[src/rtl/dbi_encode_16b.sv]
// rtl/dbi_encode_16b.sv - Data-bus-inversion transmitter with DC/AC modes and a one-entry output register.
module dbi_encode_16b #(
  parameter int bw    = 16,
  parameter int CNT_W = 16
) (
  input  logic             clk,
  input  logic             reset,
  input  logic             dbi_en,
  input  logic             dbi_mode,
  input  logic             clr_stats,
  input  logic             in_valid,
  output logic             in_ready,
  input  logic [bw-1:0]    data_in,
  output logic             out_valid,
  input  logic             out_ready,
  output logic [bw:0]      data_out,
  output logic [CNT_W-1:0] tx_count,
  output logic [CNT_W-1:0] inv_count
);

  localparam int PW = $clog2(bw + 2);
  localparam logic [PW-1:0] BUS_W = PW'(bw + 1);

  logic [bw:0]      data_q, data_d;
  logic             valid_q, valid_d;
  logic [CNT_W-1:0] tx_q, tx_d;
  logic [CNT_W-1:0] inv_q, inv_d;

  logic             accept, handoff;
  logic [PW-1:0]    p, tp, ti;
  logic             dc_inv, ac_inv, do_inv;
  logic [bw:0]      enc;

  function automatic logic [PW-1:0] popcnt(input logic [bw:0] v);
    logic [PW-1:0] c;
    c = '0;
    for (int i = 0; i <= bw; i++) c = c + PW'(v[i]);
    return c;
  endfunction

  assign in_ready = !valid_q | out_ready;
  assign accept   = in_valid & in_ready;
  assign handoff  = valid_q & out_ready;

  // AC mode compares against whatever is on the bus now, held or not.
  always_comb begin
    p      = popcnt({1'b0, data_in});
    tp     = popcnt({1'b0, data_in} ^ data_q);
    ti     = BUS_W - tp;
    dc_inv = (BUS_W - p) < p;
    ac_inv = ti < tp;
    do_inv = dbi_en & (dbi_mode ? ac_inv : dc_inv);
    enc    = do_inv ? {1'b1, ~data_in} : {1'b0, data_in};
  end

  always_comb begin
    data_d  = data_q;
    valid_d = valid_q;
    if (accept) begin
      data_d  = enc;
      valid_d = 1'b1;
    end else if (handoff) begin
      valid_d = 1'b0;
    end
  end

  always_comb begin
    tx_d  = tx_q;
    inv_d = inv_q;
    if (clr_stats) begin
      tx_d  = '0;
      inv_d = '0;
    end else if (handoff) begin
      if (tx_q != '1) tx_d = tx_q + 1'b1;
      if (data_q[bw] && inv_q != '1) inv_d = inv_q + 1'b1;
    end
  end

  always_ff @(posedge clk) begin
    if (reset) begin
      data_q  <= '0;
      valid_q <= 1'b0;
      tx_q    <= '0;
      inv_q   <= '0;
    end else begin
      data_q  <= data_d;
      valid_q <= valid_d;
      tx_q    <= tx_d;
      inv_q   <= inv_d;
    end
  end

  assign out_valid = valid_q;
  assign data_out  = data_q;
  assign tx_count  = tx_q;
  assign inv_count = inv_q;

endmodule

[config.mk]
export PLATFORM = sky130hd
export DESIGN_NAME = dbi_encode_16b
export DESIGN_NICKNAME = d
export VERILOG_FILES = /design/src/rtl/dbi_encode_16b.sv
export SDC_FILE = /design/constraint.sdc
export NUM_CORES = 1
export LEC_CHECK = 0
export ABC_AREA = 0
export BUFFER_PORTS_ARGS = -buffer_cell sky130_fd_sc_hd__buf_2
export CORE_UTILIZATION = 55
export CTS_CLUSTER_SIZE = 20
export DETAILED_ROUTE_END_ITERATION = 8
export HOLD_SLACK_MARGIN = 0.08
export PLACE_DENSITY = 0.76
export SETUP_SLACK_MARGIN = 0.05
export SLEW_MARGIN = 10
export SYNTH_ARGS = -nofsm -noshare
export SYNTH_HDL_FRONTEND = slang
export SYNTH_SLANG_ARGS = --single-unit
[constraint.sdc]
create_clock -name clk -period 9.52 [get_ports clk]
set_input_delay 2.38 -clock clk [delete_from_list [all_inputs] [get_ports clk]]
set_output_delay 2.38 -clock clk [all_outputs]
set_load 0.01 [all_outputs]
# [Yosys cells after proc, flatten, opt, wreduce, memory -nomap -nowiden]
# Cells that the tools add are included.
[op_classes] n_mul=0 div_mod_pow=0 shifts=0 bitwise=6 n_lt_le_gt_ge=2 eq_ne=2 n_addsub=35 n_mux=4 reduce_logical=6
[ops] op="5-bit by 1-bit adder with 5-bit output" n=23
[ops] op="16-bit by 1-bit adder with 16-bit output, second input constant" n=2
[ops] op="16-bit inequality test, second input constant" n=2
[ops] op="17-bit 2-to-1 mux" n=1
[ops] op="16-bit by 17-bit bitwise XOR with 17-bit output" n=1
[ops] op="16-bit inverter" n=1
[ops] op="4-bit by 1-bit adder with 5-bit output" n=2
[ops] op="5-bit less-than comparator" n=2
[ops] op="5-bit subtractor, first input constant" n=2
[ops] op="3-bit by 1-bit adder with 4-bit output" n=2
[ops] op="2-bit by 1-bit adder with 3-bit output" n=2
[ops] op="1-bit by 1-bit adder with 2-bit output" n=2
[ops] op="2-bit AND reduction" n=2
[ops] op="1-bit AND" n=3
[ops] op="1-bit 2-to-1 mux" n=3
[ops] op="2-bit nonzero test" n=1
[ops] op="2-bit OR reduction" n=1
[ops] op="1-bit logical AND" n=1
[ops] op="1-bit zero test" n=1
[ops] op="1-bit OR" n=1
[word_totals] elab_cells=59 ram_bits=0 mem_count=0 rom_bits=0 inputBits=23 latchBits=0 regBits=50

# [Depth between registers and ports, before layout]
# Gate-level depths: netlist of run 1.
[logic_depth] depth_word=22 ltp_mapped=21

# [Worst setup path before layout of run 1]
# OpenSTA, ideal clock, no wires.
[synth_path] kind="input-to-reg" start="input data_in[0]" end="register data_q[16], in the netlist data_out[16]" n_path_buf=0 required_ps=9450 cell_stages=20 setup_time_ps=70 setup_slack_ps=1766 arrival_ps=7684 path_cell_list="xnor2_1 > fa_1 > inv_1 > fa_1 > fa_1 > inv_1 > fa_1 > inv_1 > fa_1 > inv_1 > fa_1 > xor2_1 > nand2_1 > ha_1 > or2_1 > a221oi_2 > a2111oi_1 > o41a_1 > or4_1 > a21oi_1"
[synth_via] elab_chain_len=22 elab_cells_between_ends=39
[synth_lines] element="from (decl)" line="13" text="input logic [bw-1:0] data_in,"
[synth_lines] element="16-bit by 17-bit bitwise XOR with 17-bit output" line="48" text="tp = popcnt({1'b0, data_in} ^ data_q);"
[synth_lines] element="1-bit by 1-bit adder with 2-bit output" line="37" text="for (int i = 0; i <= bw; i++) c = c + PW'(v[i]);"
[synth_lines] element="2-bit by 1-bit adder with 3-bit output" line="37"
[synth_lines] element="3-bit by 1-bit adder with 4-bit output" line="37"
[synth_lines] element="4-bit by 1-bit adder with 5-bit output" line="37"
[synth_lines] element="5-bit by 1-bit adder with 5-bit output (12 in series)" line="37"
[synth_lines] element="5-bit subtractor" line="49" text="ti = BUS_W - tp;"
[synth_lines] element="5-bit less-than comparator" line="51" text="ac_inv = ti < tp;"
[synth_lines] element="1-bit 2-to-1 mux *" line="52" text="do_inv = dbi_en & (dbi_mode ? ac_inv : dc_inv);"
[synth_lines] element="1-bit AND *" line="52"
[synth_lines] element="17-bit 2-to-1 mux *" line="53" text="enc = do_inv ? {1'b1, ~data_in} : {1'b0, data_in};"
[synth_lines] element="to (signal assigned)" line="86" text="data_q <= data_d;"
[synth_lines] element="to (decl)" line="24" text="logic [bw:0] data_q, data_d;"
# Mark *: on every way between the ends. The rest lies on a longest branch, timed or not.
# A chain may end at the register's enable or synchronous reset.

# [Worst setup path in the final report of run 1]
# Ends and elaborated chain as after synthesis.

==> results of run 1 <==
## through the flow
stage	utilization	hold WS, ns
5_1_grt	0.665	0.557
6_report	0.665	0.525
2_1_floorplan	-	0.494
3_3_place_gp	0.650	0.489
4_1_cts	0.664	0.523
3_5_place_dp	0.650	0.506
## worst max-delay path: cells and delay by family
family          cells  cell delay (ns)
compound gates      4             1.18
xor+xnor            2             0.40
fa+ha+maj           7             3.12
buf+inv             5             0.39
simple gates        3             0.87
## layout make-up
type / count / area (um^2)
clock inverters: 2 / 15.0
fillers: 541 / 2030
repair buffers: 75 / 380
inverters: 39 / 146
flip-flops and latches: 50 / 1000
well taps: 75 / 93.8
multi-input cells: 305 / 2320
clock buffers: 5 / 68.8
## cells in the mapped netlist (5+ instances only)
cell | count | share of area
sky130_fd_sc_hd__a21oi_1 | 8 | 0.011
sky130_fd_sc_hd__a32oi_1 | 15 | 0.037
sky130_fd_sc_hd__and3_1 | 5 | 0.0089
sky130_fd_sc_hd__and4_1 | 5 | 0.012
sky130_fd_sc_hd__clkbuf_1 | 16 | 0.017
sky130_fd_sc_hd__dfxtp_1 | 50 | 0.28
sky130_fd_sc_hd__fa_1 | 21 | 0.12
sky130_fd_sc_hd__ha_1 | 13 | 0.046
sky130_fd_sc_hd__inv_1 | 39 | 0.041
sky130_fd_sc_hd__nand2_1 | 19 | 0.020
sky130_fd_sc_hd__nand3_1 | 28 | 0.040
sky130_fd_sc_hd__nand4_1 | 28 | 0.050
sky130_fd_sc_hd__nor2_1 | 51 | 0.054
sky130_fd_sc_hd__o211ai_1 | 15 | 0.032
sky130_fd_sc_hd__xnor2_1 | 13 | 0.032
sky130_fd_sc_hd__xor2_1 | 36 | 0.089
## sequential cells by signal, indices dropped and copies added, names as in the netlist
signal and cells:
data_out 17, inv_count 16, tx_count 16, out_valid 1
## per-layer routing
metal | part of all wire | wire (um) | global-route usage | vias up
li1 | - | - | - | 1577
met1 | 0.46 | 3940 | 0.363 | 1589
met2 | 0.45 | 3840 | 0.421 | 129
met3 | 0.069 | 592 | 0.0538 | 15
met4 | 0.017 | 144 | 0.0895 | 0
met5 | 0 | 0 | 0 | -
## worst min path at each step
stage,endpoint,slack (ns),depth (start not counted)
after global routing,data_out[16]$_SDFFE_PP0P_,0.56,2
final,data_out[16]$_SDFFE_PP0P_,0.52,2
after global placement,data_out[16]$_SDFFE_PP0P_,0.49,2
after detailed placement,data_out[16]$_SDFFE_PP0P_,0.51,2
after floorplan,data_out[16]$_SDFFE_PP0P_,0.49,2
after CTS,data_out[16]$_SDFFE_PP0P_,0.52,2
## cell families after synthesis
group	count (synthesis)	share of synthesized area
flip-flops	50	0.284
buffers and inverters	57	0.0613
XOR/XNOR	49	0.122
multiplexers	4	0.0113
adder cells (fa/ha/maj)	34	0.165
AO/OA/AOI/OAI	60	0.132
AND/OR/NAND/NOR	158	0.225
==> insert_results.sql, run 1 <==
INSERT INTO impl_metrics (metric_group, metric, value, unit) VALUES
('sta', 'report.final.setup_viol', '0', ''),
('logic_synthesis', 'async_set_or_reset_flop_fraction_in_the_synthesized_netlist', '0', ''),
('logic_synthesis', 'ys_seq_elements', '50', ''),
('worst_hold_path', 'min_path_type', 'flip-flop to flip-flop', ''),
('setup_path', 'crit-reg2reg-launch', 'data_out[16]$_SDFFE_PP0P_', ''),
('grt', 'grt_start_max_net_pins', '33', ''),
('grt', 'grt_antenna_before_repair', '0', ''),
('sta', 'fin_crit_sh', '0.850', ''),
('setup_path', 'worst-path-max-fanout', '17', ''),
('grt', 'gr-usage-all-layers', '0.267', ''),
('layout', 'drive_gt1_frac', '0.189', ''),
('routing', 'drt_iter0_markers', '179', ''),
('logic_synthesis', 'synth_sequential_area_ratio', '0.284', ''),
('die', 'die_extent_in_y', '82.1', 'um'),
('logic_synthesis', 'yosys_warnings', '0', ''),
('clock_tree', 'tritoncts', 'yes', ''),
('logic_synthesis', 'syn-mean-instance-area', '8.57', 'um^2'),
('setup_path', 'worstPathCellList', 'buf_2 -> xnor2_1 -> fa_1 -> inv_1 -> fa_1 -> fa_1 -> inv_1 -> fa_1 -> inv_1 -> fa_1 -> inv_1 -> fa_1 -> xor2_1 -> nand2_1 -> ha_1 -> or2_1 -> a221oi_2 -> a2111oi_1 -> o41a_1 -> or4_1 -> a21oi_1', ''),
('run_status', 'outcome', 'completed', ''),
('die', 'boundary_pins', '74', ''),
('layout', 'final_net_count', '533', ''),
('placement', 'port-buffer-count', '73', ''),
('setup_path', 'criticalPathCategory', 'input port to flip-flop', ''),
('setup_path', 'critPathLaunch', 'data_in[0]', ''),
('logic_synthesis', 'syn-instance-count', '412', ''),
('routing', 'detail_route.vias_per_cell', '6.01', ''),
('grt', 'grt_overflow_total', '0', ''),
('sta', 'maxClockFrequency', '124', 'MHz'),
('sta', 'report.final.slew_viol_count', '0', ''),
('clock_tree', 'clk_pin_slew', '0.10', 'ns'),
('setup_path', 'critical-path-max-stage-delay', '0.64', 'ns'),
('setup_path', 'setup.worst_path.start_class', 'input port', ''),
('die', 'placement_rows', '28', ''),
('placement', 'place_hpwl', '6.23', 'mm'),
('layout', 'stdcell_area', '4030', 'um^2'),
('die', 'dieArea', '6740', 'um^2'),
('routing', 'via_count', '3310', ''),
('setup_path', 'timing.critical_path.to_type', 'flip-flop', ''),
('clock_tree', 'clk_root_buffer_cell', 'sky130_fd_sc_hd__clkbuf_8', ''),
('layout', 'layout.cells.most_common', 'sky130_fd_sc_hd__buf_2', ''),
('job', 'drv_cap', '0', ''),
('sta', 'maxSlewHeadroom', '0.200', ''),
('setup_path', 'ff2ff_path_depth', '20', ''),
('setup_path', 'crit_path_top_delay_cell', 'sky130_fd_sc_hd__o41a_1', ''),
('setup_path', 'worst_r2r_endpoint', 'data_out[16]$_SDFFE_PP0P_', ''),
('layout', 'n_diodes', '0', ''),
('layout', 'most-common-layout-cells', 'sky130_fd_sc_hd__buf_2, sky130_fd_sc_hd__nor2_1, sky130_fd_sc_hd__dfxtp_1', ''),
('setup_path', 'crit_top_cell', 'sky130_fd_sc_hd__fa_1', ''),
('clock_tree', 'cts_inserted_buffers', '5', ''),
('die', 'core', '6060', 'um^2'),
('logic_synthesis', 'mappedNetlistArea', '3530', 'um^2'),
('logic_synthesis', 'synth_enable_flop_cells', '0', ''),
('sta', 'timing.final.ws_setup', '1.43', 'ns'),
('clock_tree', 'cts_setup_buffers', '0', ''),
('sta', 'timing_hold_violations_final', '0', ''),
('layout', 'layout-area-overhead-vs-synth', '14.1', '%'),
('routing', 'detail_route.wirelength', '8.52', 'mm'),
('grt', 'first_global_vias', '2997', ''),
('routing', 'drc', '0', ''),
('clock_tree', 'holdBufCountCts', '0', ''),
('logic_synthesis', 'dominantRegCellSynth', 'sky130_fd_sc_hd__dfxtp_1', ''),
('placement', 'dpl-instance-area', '3940', 'um^2'),
('placement', 'place_worst_setup_slack', '1.12', 'ns'),
('sta', 'tightestPinTransition', '1.20', 'ns'),
('setup_path', 'worst_ep_arrival_time', '8.34', 'ns'),
('grt', 'grt_pass1_wl', '13.8', 'mm'),
('clock_tree', 'cts_resized', '0', ''),
('setup_path', 'required', '9.77', 'ns'),
('clock_tree', 'clock_sinks', '50', ''),
('clock_tree', 'clk-insertion-delay-late', '0.31', 'ns'),
('setup_path', 'register_to_register_setup_slack', '3.25', 'ns');
Power of run 1 is not shown: default switching activity piles up to over one toggle a cycle in this logic, so the estimate is an artifact.
==> inputs of run 2 (changes only) <==
--- a/config.mk
+++ b/config.mk
@@ -7,11 +7,11 @@
 export LEC_CHECK = 0
 export ABC_AREA = 0
 export BUFFER_PORTS_ARGS = -buffer_cell sky130_fd_sc_hd__buf_2
-export CORE_UTILIZATION = 55
+export CORE_UTILIZATION = 50
 export CTS_CLUSTER_SIZE = 20
 export DETAILED_ROUTE_END_ITERATION = 8
 export HOLD_SLACK_MARGIN = 0.08
-export PLACE_DENSITY = 0.76
+export PLACE_DENSITY = 0.73
 export SETUP_SLACK_MARGIN = 0.05
 export SLEW_MARGIN = 10
 export SYNTH_ARGS = -nofsm -noshare
==> constraint.sdc (replaced) <==
create_clock -name clk -period 6.5 [get_ports clk]
set_input_delay 1.625 -clock clk [delete_from_list [all_inputs] [get_ports clk]]
set_output_delay 1.625 -clock clk [all_outputs]
set_load 0.01 [all_outputs]
==> run 2 against run 1 <==
Effect of this change: the flow now finishes with violations (setup timing); largest cell class unchanged; worst hold slack improved by 0.0011 ns; core utilization fell by 0.97 points; highest routed layer unchanged; critical path type unchanged; via count rose by 1.2%.
==> insert_results.sql, run 2 (same netlist as run 1, synthesis figures left out) <==
INSERT INTO impl_metrics (metric_group, metric, value, unit) VALUES
('sta', 'minimum_clock_period', '6.57', 'ns'),
('setup_path', 'worst_r2r_endpoint', 'data_out[16]$_SDFFE_PP0P_', ''),
('routing', 'avg_wl_per_cell', '14.6', 'um'),
('worst_hold_path', 'min_path_type', 'flip-flop to flip-flop', ''),
('clock_tree', 'clk_pin_slew', '0.10', 'ns'),
('sta', 'report.final.slew_viol_count', '0', ''),
('placement', 'place_hpwl', '6.73', 'mm'),
('setup_path', 'worst_ep_arrival_time', '6.83', 'ns'),
('sta', 'timing_hold_violations_final', '0', ''),
('setup_path', 'register_to_register_setup_slack', '0.93', 'ns'),
('routing', 'via_count', '3349', ''),
('placement', 'place.gp.congestion', '0.882', ''),
('grt', 'first_global_vias', '3200', ''),
('die', 'horizontal_extent_of_the_die', '86.0', 'um'),
('layout', 'largest_reg_flops', '17', ''),
('die', 'boundary_pins', '74', ''),
('grt', 'gr-usage-all-layers', '0.253', ''),
('clock_tree', 'htreeDepth', '2', ''),
('sta', 'rsz0062_at_grt', 'true', ''),
('grt', 'grt_antenna_before_repair', '0', ''),
('clock_tree', 'cts_inserted_buffers', '5', ''),
('grt', 'grt_pass1_wl', '15.0', 'mm'),
('placement', 'port-buffer-count', '73', ''),
('clock_tree', 'clk_root_buffer_cell', 'sky130_fd_sc_hd__clkbuf_8', ''),
('setup_path', 'worst-path-max-fanout', '4', ''),
('sta', 'whs', '0.526', 'ns'),
('routing', 'detail-route-antenna-nets', '0', ''),
('routing', 'detail_route.wirelength', '8.86', 'mm'),
('sta', 'maxClockFrequency', '152', 'MHz'),
('layout', 'layout-area-overhead-vs-synth', '26.1', '%'),
('die', 'core', '6790', 'um^2'),
('grt', 'grt_overflow_total', '0', ''),
('routing', 'drt-pass1-iter-count', '4', ''),
('die', 'start_util', '0.520', ''),
('setup_path', 'timing.critical_path.to_type', 'flip-flop', ''),
('grt', 'grt_start_max_net_pins', '33', ''),
('sta', 'fin_crit_sh', '1.01', ''),
('sta', 'clock_skew', '0.00716', 'ns'),
('sta', 'timing.setup.tns', '-0.161', 'ns'),
('routing', 'drt_iter0_markers', '217', ''),
('routing', 'drc', '0', ''),
('setup_path', 'criticalPathCategory', 'input port to flip-flop', ''),
('worst_hold_path', 'min_path_cells', '2', ''),
('worst_hold_path', 'min_from', 'data_out[16]$_SDFFE_PP0P_', ''),
('layout', 'final_net_count', '567', ''),
('run_status', 'violations', 'setup timing', ''),
('die', 'placement_rows', '30', ''),
('clock_tree', 'cts.path.max_buffers', '2', ''),
('clock_tree', 'clock_sinks', '50', ''),
('sta', 'timing.final.ws_setup', '-0.0748', 'ns'),
('setup_path', 'crit-reg2reg-launch', 'data_out[12]$_SDFFE_PP0P_', ''),
('sta', 'report.final.setup_viol', '10', ''),
('sta', 'tightestPinTransition', '1.17', 'ns'),
('setup_path', 'required', '6.75', 'ns'),
('clock_tree', 'holdBufCountCts', '0', ''),
('worst_hold_path', 'whs_endpoint', 'data_out[16]$_SDFFE_PP0P_', ''),
('setup_path', 'ff2ff_path_depth', '18', ''),
('die', 'die_extent_in_y', '86.0', 'um'),
('run_status', 'outcome', 'finished with violations', ''),
('die', 'dieArea', '7400', 'um^2'),
('layout', 'most-common-layout-cells', 'sky130_fd_sc_hd__buf_2, sky130_fd_sc_hd__nor2_1, sky130_fd_sc_hd__dfxtp_1', ''),
('sta', 'maxSlewHeadroom', '0.219', ''),
('job', 'drv_cap', '0', ''),
('clock_tree', 'tritoncts', 'yes', ''),
('clock_tree', 'clk-insertion-delay-late', '0.31', 'ns'),
('layout', 'drive_gt1_frac', '0.274', ''),
('setup_path', 'setup.worst_path.start_class', 'input port', ''),
('layout', 'n_diodes', '0', ''),
('layout', 'layout.cells.most_common', 'sky130_fd_sc_hd__buf_2', ''),
('routing', 'detail_route.vias_per_cell', '5.52', '');
run 2: changes by cell type in the layout (fill, tap and decap cells not counted), moves of 3 or more:
cell	change
sky130_fd_sc_hd__xor2_2	+3
sky130_fd_sc_hd__buf_6	+4
sky130_fd_sc_hd__buf_4	+31
sky130_fd_sc_hd__xor2_1	-3
run 2: worst max-delay path by stage:
stage / slack [ns] / end / from / cells past startpoint
2_1_floorplan: -0.29 / data_out[16]$_SDFFE_PP0P_ / data_in[14] / 18
3_3_place_gp: -0.37 / data_out[16]$_SDFFE_PP0P_ / data_in[14] / 19
3_5_place_dp: -0.51 / data_out[16]$_SDFFE_PP0P_ / data_in[14] / 20
4_1_cts: -0.13 / data_out[16]$_SDFFE_PP0P_ / data_in[12] / 19
5_1_grt: -0.24 / data_out[16]$_SDFFE_PP0P_ / data_in[12] / 20
6_report: -0.07 / data_out[16]$_SDFFE_PP0P_ / data_in[12] / 19
run 2: timing repair:
item,CTS,global route
endpoints found under the setup margin,17,17
pin swaps,8,3
gates cloned,0,0
buffers inserted,1,1
resized for setup,6,9
run 2: per-layer routing:
| layer | GRT usage | vias up | routed length (um) |
|---|---|---|---|
| li1 | - | 1638 | - |
| met1 | 0.339 | 1586 | 3930 |
| met2 | 0.413 | 107 | 4280 |
| met3 | 0.0462 | 18 | 469 |
| met4 | 0.0864 | 0 | 174 |
| met5 | 0 | - | 0 |
run 2: critical path, stage by stage:
cell                       delay, ns
sky130_fd_sc_hd__buf_6          0.10
sky130_fd_sc_hd__xor2_2         0.15
sky130_fd_sc_hd__fa_1           0.56
sky130_fd_sc_hd__fa_1           0.47
sky130_fd_sc_hd__fa_1           0.55
sky130_fd_sc_hd__inv_1          0.05
sky130_fd_sc_hd__fa_1           0.50
sky130_fd_sc_hd__inv_2          0.04
sky130_fd_sc_hd__fa_2           0.34
sky130_fd_sc_hd__inv_2          0.07
sky130_fd_sc_hd__fa_2           0.43
sky130_fd_sc_hd__nand2_2        0.09
sky130_fd_sc_hd__ha_4           0.21
sky130_fd_sc_hd__or2_4          0.26
sky130_fd_sc_hd__a221oi_4       0.30
sky130_fd_sc_hd__nor3b_2        0.09
sky130_fd_sc_hd__o41a_1         0.38
sky130_fd_sc_hd__or4_4          0.49
sky130_fd_sc_hd__a21oi_2        0.12
run 2: area by class of cell:
type	count	area, um^2
Multi-Input combinational cell	305	2420
Fill cell	559	2340
Sequential cell	50	1000
Timing Repair Buffer	109	668
Inverter	39	146
Tap cell	96	120
Clock buffer	6	82.6
Clock inverter	2	16.3
run 2: through the flow:
step                      worst slack, ns  cell area [um^2]   util  std cells
final                             -0.0748              4450  0.655        607
after global routing               -0.237              4450  0.655        607
after CTS                          -0.131              4410  0.649        606
after detailed placement           -0.513              4270  0.629        597
after global placement             -0.372              4270  0.629        597
after floorplan                    -0.287              3580      -        412
Power of run 2 is left out for the same reason.
